===== src/rtl/score_pkg.sv =====
// Shared geometry, FSM state and BCD types for the score display.
package score_pkg;

  localparam int unsigned GLYPH_W     = 24;
  localparam int unsigned GLYPH_H     = 24;
  localparam int unsigned GLYPH_DEPTH = GLYPH_W * GLYPH_H;

  typedef enum logic [1:0] {StIdle, StConvert, StCommit} state_e;

  typedef logic [3:0] bcd_t;

  function automatic int unsigned pow10(input int unsigned n);
    int unsigned r;
    r = 1;
    for (int unsigned i = 0; i < n; i++) r = r * 10;
    return r;
  endfunction

endpackage


===== src/rtl/bin2bcd_seq.sv =====
// Iterative double-dabble: one shift/add-3 step per cycle, saturating to all nines.
module bin2bcd_seq
  import score_pkg::*;
#(
  parameter int unsigned NUM_DIGITS = 4,
  parameter int unsigned SCORE_W    = 14
) (
  input  logic                        clk,
  input  logic                        rst_n,
  input  logic                        start,
  input  logic [SCORE_W-1:0]          bin,
  output logic                        busy,
  output logic                        done,
  output bcd_t [NUM_DIGITS-1:0]       bcd
);

  localparam int unsigned BcdW   = 4 * NUM_DIGITS;
  localparam int unsigned MaxVal = pow10(NUM_DIGITS) - 1;
  localparam int unsigned CntW   = $clog2(SCORE_W + 1);

  logic [SCORE_W-1:0] sh_q, sat;
  logic [BcdW-1:0]    acc_q, adj;
  logic [CntW-1:0]    cnt_q;

  always_comb begin
    sat = bin;
    if (32'(bin) > MaxVal) sat = SCORE_W'(MaxVal);
  end

  always_comb begin
    adj = acc_q;
    for (int i = 0; i < int'(NUM_DIGITS); i++) begin
      if (acc_q[4*i +: 4] >= 4'd5) adj[4*i +: 4] = acc_q[4*i +: 4] + 4'd3;
    end
  end

  always_ff @(posedge clk or negedge rst_n) begin
    if (!rst_n) begin
      sh_q  <= '0;
      acc_q <= '0;
      cnt_q <= '0;
    end else if (start) begin
      sh_q  <= sat;
      acc_q <= '0;
      cnt_q <= CntW'(SCORE_W);
    end else if (busy) begin
      sh_q  <= sh_q << 1;
      acc_q <= {adj[BcdW-2:0], sh_q[SCORE_W-1]};
      cnt_q <= cnt_q - 1'b1;
    end
  end

  assign busy = (cnt_q != '0);
  // High during the final iteration, so the result is stable the next cycle.
  assign done = (cnt_q == CntW'(1));
  assign bcd  = acc_q;

endmodule


===== src/rtl/score_display_ctrl.sv =====
// Score-to-glyph raster controller: BCD conversion with atomic commit plus a 3-stage pixel path.
// Define SCORE_LEADING_ZERO_BLANK_EN to suppress leading zero slots.
module score_display_ctrl
  import score_pkg::*;
#(
  parameter int unsigned NUM_DIGITS = 4,
  parameter int unsigned SCORE_W    = 14,
  parameter int unsigned ORIGIN_X   = 16,
  parameter int unsigned ORIGIN_Y   = 8,
  parameter int unsigned GLYPH_W    = score_pkg::GLYPH_W,
  parameter int unsigned GLYPH_H    = score_pkg::GLYPH_H,
  parameter int unsigned DIGIT_GAP  = 4
) (
  input  logic               clk,
  input  logic               rst_n,
  input  logic [SCORE_W-1:0] score,
  input  logic               score_load,
  input  logic [9:0]         pixel_x,
  input  logic [9:0]         pixel_y,
  input  logic               rom_q,
  output logic [3:0]         rom_digit,
  output logic [9:0]         rom_addr,
  output logic               pixel_on,
  output logic               busy
);

  localparam int unsigned Pitch = GLYPH_W + DIGIT_GAP;
  localparam int unsigned BoxW  = NUM_DIGITS * Pitch - DIGIT_GAP;

  state_e                state_q;
  logic                  pend_valid_q;
  logic [SCORE_W-1:0]    pend_val_q, start_val;
  logic                  start, conv_busy, conv_done;
  bcd_t [NUM_DIGITS-1:0] disp_q, conv_bcd;

  bin2bcd_seq #(
    .NUM_DIGITS(NUM_DIGITS),
    .SCORE_W   (SCORE_W)
  ) u_bin2bcd (
    .clk  (clk),
    .rst_n(rst_n),
    .start(start),
    .bin  (start_val),
    .busy (conv_busy),
    .done (conv_done),
    .bcd  (conv_bcd)
  );

  // A load seen in COMMIT is newer than any pending value, so it wins.
  always_comb begin
    start     = 1'b0;
    start_val = score;
    case (state_q)
      StIdle:   start = score_load;
      StCommit: begin
        start = score_load | pend_valid_q;
        if (!score_load) start_val = pend_val_q;
      end
      default:  start = 1'b0;
    endcase
  end

  always_ff @(posedge clk or negedge rst_n) begin
    if (!rst_n) begin
      state_q      <= StIdle;
      pend_valid_q <= 1'b0;
      pend_val_q   <= '0;
      disp_q       <= '0;
    end else begin
      case (state_q)
        StIdle: if (score_load) state_q <= StConvert;
        StConvert: begin
          if (score_load) begin
            pend_valid_q <= 1'b1;
            pend_val_q   <= score;
          end
          if (conv_done || !conv_busy) state_q <= StCommit;
        end
        StCommit: begin
          disp_q       <= conv_bcd;
          pend_valid_q <= 1'b0;
          state_q      <= start ? StConvert : StIdle;
        end
        default: state_q <= StIdle;
      endcase
    end
  end

  assign busy = (state_q != StIdle);

  // Per-slot draw enable, slot 0 leftmost.
  logic [NUM_DIGITS-1:0] show;
`ifdef SCORE_LEADING_ZERO_BLANK_EN
  logic seen;
  always_comb begin
    show = '0;
    seen = 1'b0;
    for (int s = 0; s < int'(NUM_DIGITS); s++) begin
      seen    = seen | (disp_q[int'(NUM_DIGITS) - 1 - s] != '0);
      show[s] = seen | (s == int'(NUM_DIGITS) - 1);
    end
  end
`else
  assign show = '1;
`endif

  logic [10:0] dx, dy, col;
  logic        in_box, in_glyph, drawn;
  bcd_t        dig;
  logic [9:0]  addr;
  logic        in1_q, in2_q;

  // Slot decode by a constant compare chain; the last matching lower bound wins.
  always_comb begin
    dx     = {1'b0, pixel_x} - 11'(ORIGIN_X);
    dy     = {1'b0, pixel_y} - 11'(ORIGIN_Y);
    in_box = ({1'b0, pixel_x} >= 11'(ORIGIN_X)) && ({1'b0, pixel_x} < 11'(ORIGIN_X + BoxW)) &&
             ({1'b0, pixel_y} >= 11'(ORIGIN_Y)) && ({1'b0, pixel_y} < 11'(ORIGIN_Y + GLYPH_H));
    col    = dx;
    dig    = '0;
    drawn  = 1'b1;
    for (int s = 0; s < int'(NUM_DIGITS); s++) begin
      if (dx >= 11'(s * int'(Pitch))) begin
        col   = dx - 11'(s * int'(Pitch));
        dig   = disp_q[int'(NUM_DIGITS) - 1 - s];
        drawn = show[s];
      end
    end
    in_glyph = in_box && (col < 11'(GLYPH_W)) && drawn;
    addr     = in_glyph ? 10'(dy * 11'(GLYPH_W) + col) : '0;
  end

  always_ff @(posedge clk or negedge rst_n) begin
    if (!rst_n) begin
      rom_digit <= '0;
      rom_addr  <= '0;
      in1_q     <= 1'b0;
      in2_q     <= 1'b0;
      pixel_on  <= 1'b0;
    end else begin
      rom_digit <= in_glyph ? dig : '0;
      rom_addr  <= addr;
      in1_q     <= in_glyph;
      in2_q     <= in1_q;
      pixel_on  <= in2_q & rom_q;
    end
  end

endmodule


===== config.mk =====
export PLATFORM = sky130hd
export DESIGN_NAME = score_display_ctrl
export DESIGN_NICKNAME = d
export VERILOG_FILES = /design/src/rtl/score_pkg.sv /design/src/rtl/bin2bcd_seq.sv /design/src/rtl/score_display_ctrl.sv
export SDC_FILE = /design/constraint.sdc
export NUM_CORES = 1
export LEC_CHECK = 0
export BUFFER_PORTS_ARGS = -buffer_cell sky130_fd_sc_hd__buf_2
export CAP_MARGIN = 20
export CORE_MARGIN = 10
export CORE_UTILIZATION = 34
export DETAILED_ROUTE_END_ITERATION = 6
export PLACE_DENSITY = 0.47
export SYNTH_ARGS = -nofsm -noshare
export SYNTH_HDL_FRONTEND = slang
export SYNTH_SLANG_ARGS = --single-unit

===== constraint.sdc =====
create_clock -name clk -period 4.9 [get_ports clk]
set_input_delay 0.49 -clock clk [delete_from_list [all_inputs] [get_ports clk]]
set_output_delay 0.49 -clock clk [all_outputs]
set_load 0.01 [all_outputs]

; Yosys cells after proc, flatten, opt, wreduce, memory -nomap -nowiden
; Cells that the tools add are included.
[word_totals]
output_inout_bits = 16
elab_cells = 91
ff_bits = 84
[op_classes]
mul = 1
addsub = 11
n_eq_ne = 6
n_mux = 29
n_lt_le_gt_ge = 14
n_reduce_logical = 13
n_bitwise = 2
[op_table]
columns = op, n
row1 = 14-bit two-way mux, 5
row2 = 4-bit two-way mux, 10
row3 = 11-bit two-way mux, 3
row4 = 16-bit two-way mux, 2
row5 = 4-bit by 3-bit >= comparator with 1-bit output (second input constant), 4
row6 = 14-bit > comparator (second input constant), 1
row7 = 4-bit by 2-bit adder with 4-bit output (second input constant), 3
row8 = 11-bit by 1-bit >= comparator with 1-bit output (second input constant), 1
row9 = 11-bit by 5-bit >= comparator with 1-bit output (second input constant), 1
row10 = 11-bit by 6-bit >= comparator with 1-bit output (second input constant), 1
row11 = 11-bit by 7-bit >= comparator with 1-bit output (second input constant), 1
row12 = 11-bit by 5-bit < comparator with 1-bit output (second input constant), 1
row13 = 11-bit by 2-bit multiplier with 7-bit output (second input constant), 1
row14 = 10-bit by 4-bit subtractor with 11-bit output (second input constant), 1
row15 = 10-bit by 5-bit subtractor with 11-bit output (second input constant), 1
row16 = 11-bit by 5-bit subtractor with 11-bit output (second input constant), 1
row17 = 11-bit by 6-bit subtractor with 11-bit output (second input constant), 1
row18 = 11-bit by 7-bit subtractor with 11-bit output (second input constant), 1
row19 = 10-bit adder, 1
row20 = 10-bit by 4-bit >= comparator with 1-bit output (second input constant), 1
row21 = 10-bit by 5-bit >= comparator with 1-bit output (second input constant), 1
row22 = 10-bit by 6-bit < comparator with 1-bit output (second input constant), 1
row23 = 10-bit by 7-bit < comparator with 1-bit output (second input constant), 1
row24 = 10-bit two-way mux, 1
row25 = other kinds (20), 31

; Longest topological paths before layout
[logic_depth]
depth_word = 8
mapped_depth = 21
mapped_depth_nobuf = 20

; By module
; Synthesis repeated with hierarchy kept, for this count alone.
[unflattened]
hier_cells = 514
area_unflattened_um2 = 5497.8
[by_module_without_submodules]
columns = mod, instances, cells_each, area_each_um2
row1 = score_display_ctrl, 1, 309, 3494.6
row2 = bin2bcd_seq, 1, 205, 2003.2

; Worst setup path before layout
; No wires, ideal clock.
[synth_path]
path_kind = input-to-reg
startpoint = input pixel_x[4]
endpoint = register rom_addr[9]
path_stages = 18
setup_ns = 0.105
slack_ns = 0.858
path_buffers = 1
t_required_ns = 4.795
t_arrival_ns = 3.936
path_cell_list = inv_1 > ha_1 > nand2b_1 > o32a_2 > o2bb2ai_4 > or2_1 > buf_6 > and2_4 > or4_4 > nand2_1 > ha_1 > a21o_1 > a21oi_1 > o21bai_1 > a21oi_1 > xnor2_1 > xnor2_1 > nor4b_1
[synth_between]
elab_chain_len = 8
elab_cells_between_ends = 19
[synth_rtl]
columns = element, line
row1 = from (decl), score_display_ctrl.sv:18  ; input logic [9:0] pixel_x,
row2 = 10-bit by 5-bit subtractor with 11-bit output, score_display_ctrl.sv:115  ; dx = {1'b0, pixel_x} - 11'(ORIGIN_X);
row3 = 11-bit by 5-bit subtractor with 11-bit output / 11-bit by 5-bit >= comparator with 1-bit output (equally long branches), "score_display_ctrl.sv:124, score_display_ctrl.sv:123"
row4 = 11-bit two-way mux (3 in series), score_display_ctrl.sv:123  ; if (dx >= 11'(s * int'(Pitch))) begin
row5 = 11-bit by 5-bit < comparator with 1-bit output, score_display_ctrl.sv:129  ; in_glyph = in_box && (col < 11'(GLYPH_W)) && drawn;
row6 = 1-bit logical AND, score_display_ctrl.sv:129
row7 = 10-bit two-way mux *, score_display_ctrl.sv:130  ; addr = in_glyph ? 10'(dy * 11'(GLYPH_W) + col) : '0;
row8 = net addr[9], score_display_ctrl.sv:110  ; logic [9:0] addr;
row9 = to (signal assigned), score_display_ctrl.sv:142  ; rom_addr <= addr;
row10 = to (decl), score_display_ctrl.sv:22  ; output logic [9:0] rom_addr,
; The timed path passes the listed nets; every way through them passes the cells marked *.
; A chain may end at the register's enable or synchronous reset.

; Final worst setup path
; Ends and elaborated chain as after synthesis.

==> metrics.txt <==
Post-synth EDFFs=0; Reg2Reg Depth=10; initial DRC count=155; post-synth cell types=64; clock slew at reported path FFs=60 ps; asr flop ratio synth=100%; Skew-Pair Late Insertion Delay=330 ps; reg-to-reg startpoint=state_q[0]; IO buf count=53; worst hold stages=0; setup TNS=0 ps; Avg Cell Area, Syn=9.45 µm²; top-count cell post-synth=dfrtp_1; residual DRC count=0; GRT Overall Usage=12.5%; Synth Instances=560; Fin. Hold Viols=0; Area Overhead vs Synth=15.2%; share of layout cells above drive strength 1=19.8%; initial antenna violation count=0; # diodes=0; vias in the first global route=4295; power per cell area=443 mW/mm²; Synth area leader=dfrtp_1; ys flop type=dfrtp_1; worst-path maximum fanout=9; final antenna-violating net count=0; hold path start=in1_q; RR Endpoint=u_bin2bcd.sh_q[1]; GR Overflow Total=0; TritonCTS buffer count=9; Final nets=686; Synth Warn #=0; clock sinks=84; Setup Buffers After CTS=0; die area=0.0210 mm²; DP HPWL=9.50 mm; Layout fillers=1532; Worst-Margin Slew=940 ps; Crit Path Category=in -> reg; clock buffer depth=2; startpoint type of the worst setup path=input port; Die Ht=145 µm; fin util=40.0%; area of the core=0.0153 mm²; first-pass GRT wire length=21.2 mm; sequential area share after synthesis=39.7%; RePlAce Congestion=0.906; Synth Register Bits=84; Syn Nets=634; via count=4132; peak supply drop=237 µV; Detailed Route WL=12.7 mm; setup violators final=0; worst-case clock skew=6.05 ps; htree depth=3; drt first pass iters=4; outcome=completed; CTS root buf=clkbuf_16; row cnt=45; CTS tree=done; top cells by count, synth=dfrtp_1 (84), nand2_1 (64), a21oi_1 (52); CP arrival=4460 ps; Worst slew margin=37.1%; Hold Crit Endpoint=in2_q; largest net degree at the start of global routing=72; Worst Path Required=5130 ps; Die X-Extent=145 µm; part of the cycle the worst path needs=86.3%; # IOs=54; top post-synthesis cells by area=dfrtp_1 (40%), ha_1 (8.0%), mux2_2 (5.5%); RSZ-0062 raised after global routing=false; min Tclk post-route=4230 ps; Post-Syn Area=0.00529 mm²; Initial Util=34.7%; max_cap viols=0; leakage=2.72 nW; Hold/Removal Path Class=reg -> reg; Max Fclk=0.236 GHz; max-slew violations=0; reg2reg setup slack=2300 ps; post-synth top area share=39.7%; WL per Instance=15.4 µm; CP Capture Type=register; routed vias/inst=4.99
worst max path at each step:
stage,start,end,slack (ps),depth (start not counted)
2_1_floorplan,pixel_x[4],rom_addr[9],860,18
3_3_place_gp,pixel_x[4],rom_addr[9],440,18
3_5_place_dp,pixel_x[4],rom_addr[9],360,18
4_1_cts,pixel_x[4],rom_addr[9],700,18
5_1_grt,pixel_x[4],rom_addr[9],340,21
6_report,pixel_x[4],rom_addr[9],670,18
where the power goes:
part | internal (W) | switching, W
sequential | 0.000931 | 0.000170
clock | 0.000373 | 0.000276
combinational | 0.000444 | 0.000506
total | 0.00175 | 0.000952
timing repair:
action | CTS | global route
gates resized for setup | 0 | 0
hold buffers | 1 | 0
endpoints found under the hold margin | 13 | 0
placed cells by master (no fill, tap or decap), types with 2 or more instances in the layout:
cell type / netlist / routed
mux2i_1: 13 / 13
nor3_1: 17 / 17
a21boi_0: 2 / 2
nand2_1: 64 / 64
a211o_1: 2 / 2
nor2_2: 2 / 3
buf_2: 1 / 53
clkbuf_16: 0 / 9
xor2_1: 9 / 9
nor2b_1: 4 / 4
dfrtp_1: 84 / 84
inv_1: 31 / 31
o21a_1: 6 / 6
a211oi_1: 6 / 6
nor2_1: 27 / 26
a21oi_1: 52 / 52
nand3_1: 14 / 14
and3_1: 3 / 3
ha_1: 34 / 34
a21o_1: 5 / 5
clkbuf_8: 0 / 2
nand3b_1: 3 / 3
nor3b_1: 5 / 5
nor4b_1: 6 / 6
clkinvlp_4: 0 / 3
xnor2_1: 19 / 19
mux2_2: 26 / 26
and2_1: 2 / 2
or2_2: 3 / 3
fa_1: 2 / 2
nand2b_1: 11 / 11
o21ai_0: 48 / 48
buf_4: 1 / 10
nand4_1: 3 / 3
a31oi_1: 2 / 2
o21bai_1: 3 / 3
state kept, by name (all words and copies together) (netlist names):
register,flops
pend_valid_q,1
state_q,2
in2_q,1
pend_val_q,14
disp_q,16
u_bin2bcd.cnt_q,4
u_bin2bcd.sh_q,14
pixel_on,1
rom_digit,4
in1_q,1
u_bin2bcd.bcd,16
rom_addr,10
through the flow:
| step | power, W | cells | cell area [µm²] | setup slack, ps | hold WS (ps) |
|---|---|---|---|---|---|
| global placement | 0.00204 | 809 | 5780 | 439 | 337 |
| detailed placement | 0.00207 | 810 | 5780 | 355 | 340 |
| CTS | 0.00274 | 827 | 6080 | 699 | 354 |
| global route | 0.00293 | 828 | 6100 | 339 | 364 |
| finish | 0.00270 | 828 | 6100 | 670 | 350 |
| floorplan | 0.00182 | 560 | 5290 | 858 | 194 |
layout make-up:
type | count | area, µm² | area share (%)
clock buffers | 12 | 256 | 4.21
clock inverters | 4 | 31.3 | 0.513
inverters | 31 | 116 | 1.91
multi-input cells | 421 | 2960 | 48.6
flip-flops and latches | 84 | 2100 | 34.5
well taps | 211 | 264 | 4.33
repair buffers | 65 | 365 | 5.99
worst max-delay path, cell delays in order:
cell	delay, ps
buf_2	180
inv_1	150
ha_1	290
o21bai_1	200
a211o_1	360
o2bb2ai_4	200
or2_1	360
and2_4	220
or4_4	500
nand2_1	100
ha_1	270
a21o_1	170
a21oi_1	220
o21bai_1	90
a21oi_1	180
xnor2_1	150
xnor2_1	90
nor4b_1	240
logic make-up (layout without fill, tap and decap cells):
| logic type | after synthesis | count (layout) | share of synthesized area [%] |
|---|---|---|---|
| simple gates | 177 | 177 | 17.3 |
| compound gates | 141 | 141 | 17.2 |
| flops | 84 | 84 | 39.7 |
| buf+inv | 55 | 112 | 4.42 |
| mux | 39 | 39 | 7.99 |
| fa+ha+maj | 36 | 36 | 8.79 |
| xor+xnor | 28 | 28 | 4.63 |
per-layer routing:
| layer | up-vias | routed length, µm | track usage (%) |
|---|---|---|---|
| met4 | 0 | 252 | 4.41 |
| met2 | 79 | 6070 | 20.9 |
| met5 | - | 0 | 0 |
| met3 | 25 | 532 | 2.74 |
| li1 | 2064 | - | - |
| met1 | 1964 | 5870 | 15.5 |
Note: power is estimated with default switching activity, not from simulation.
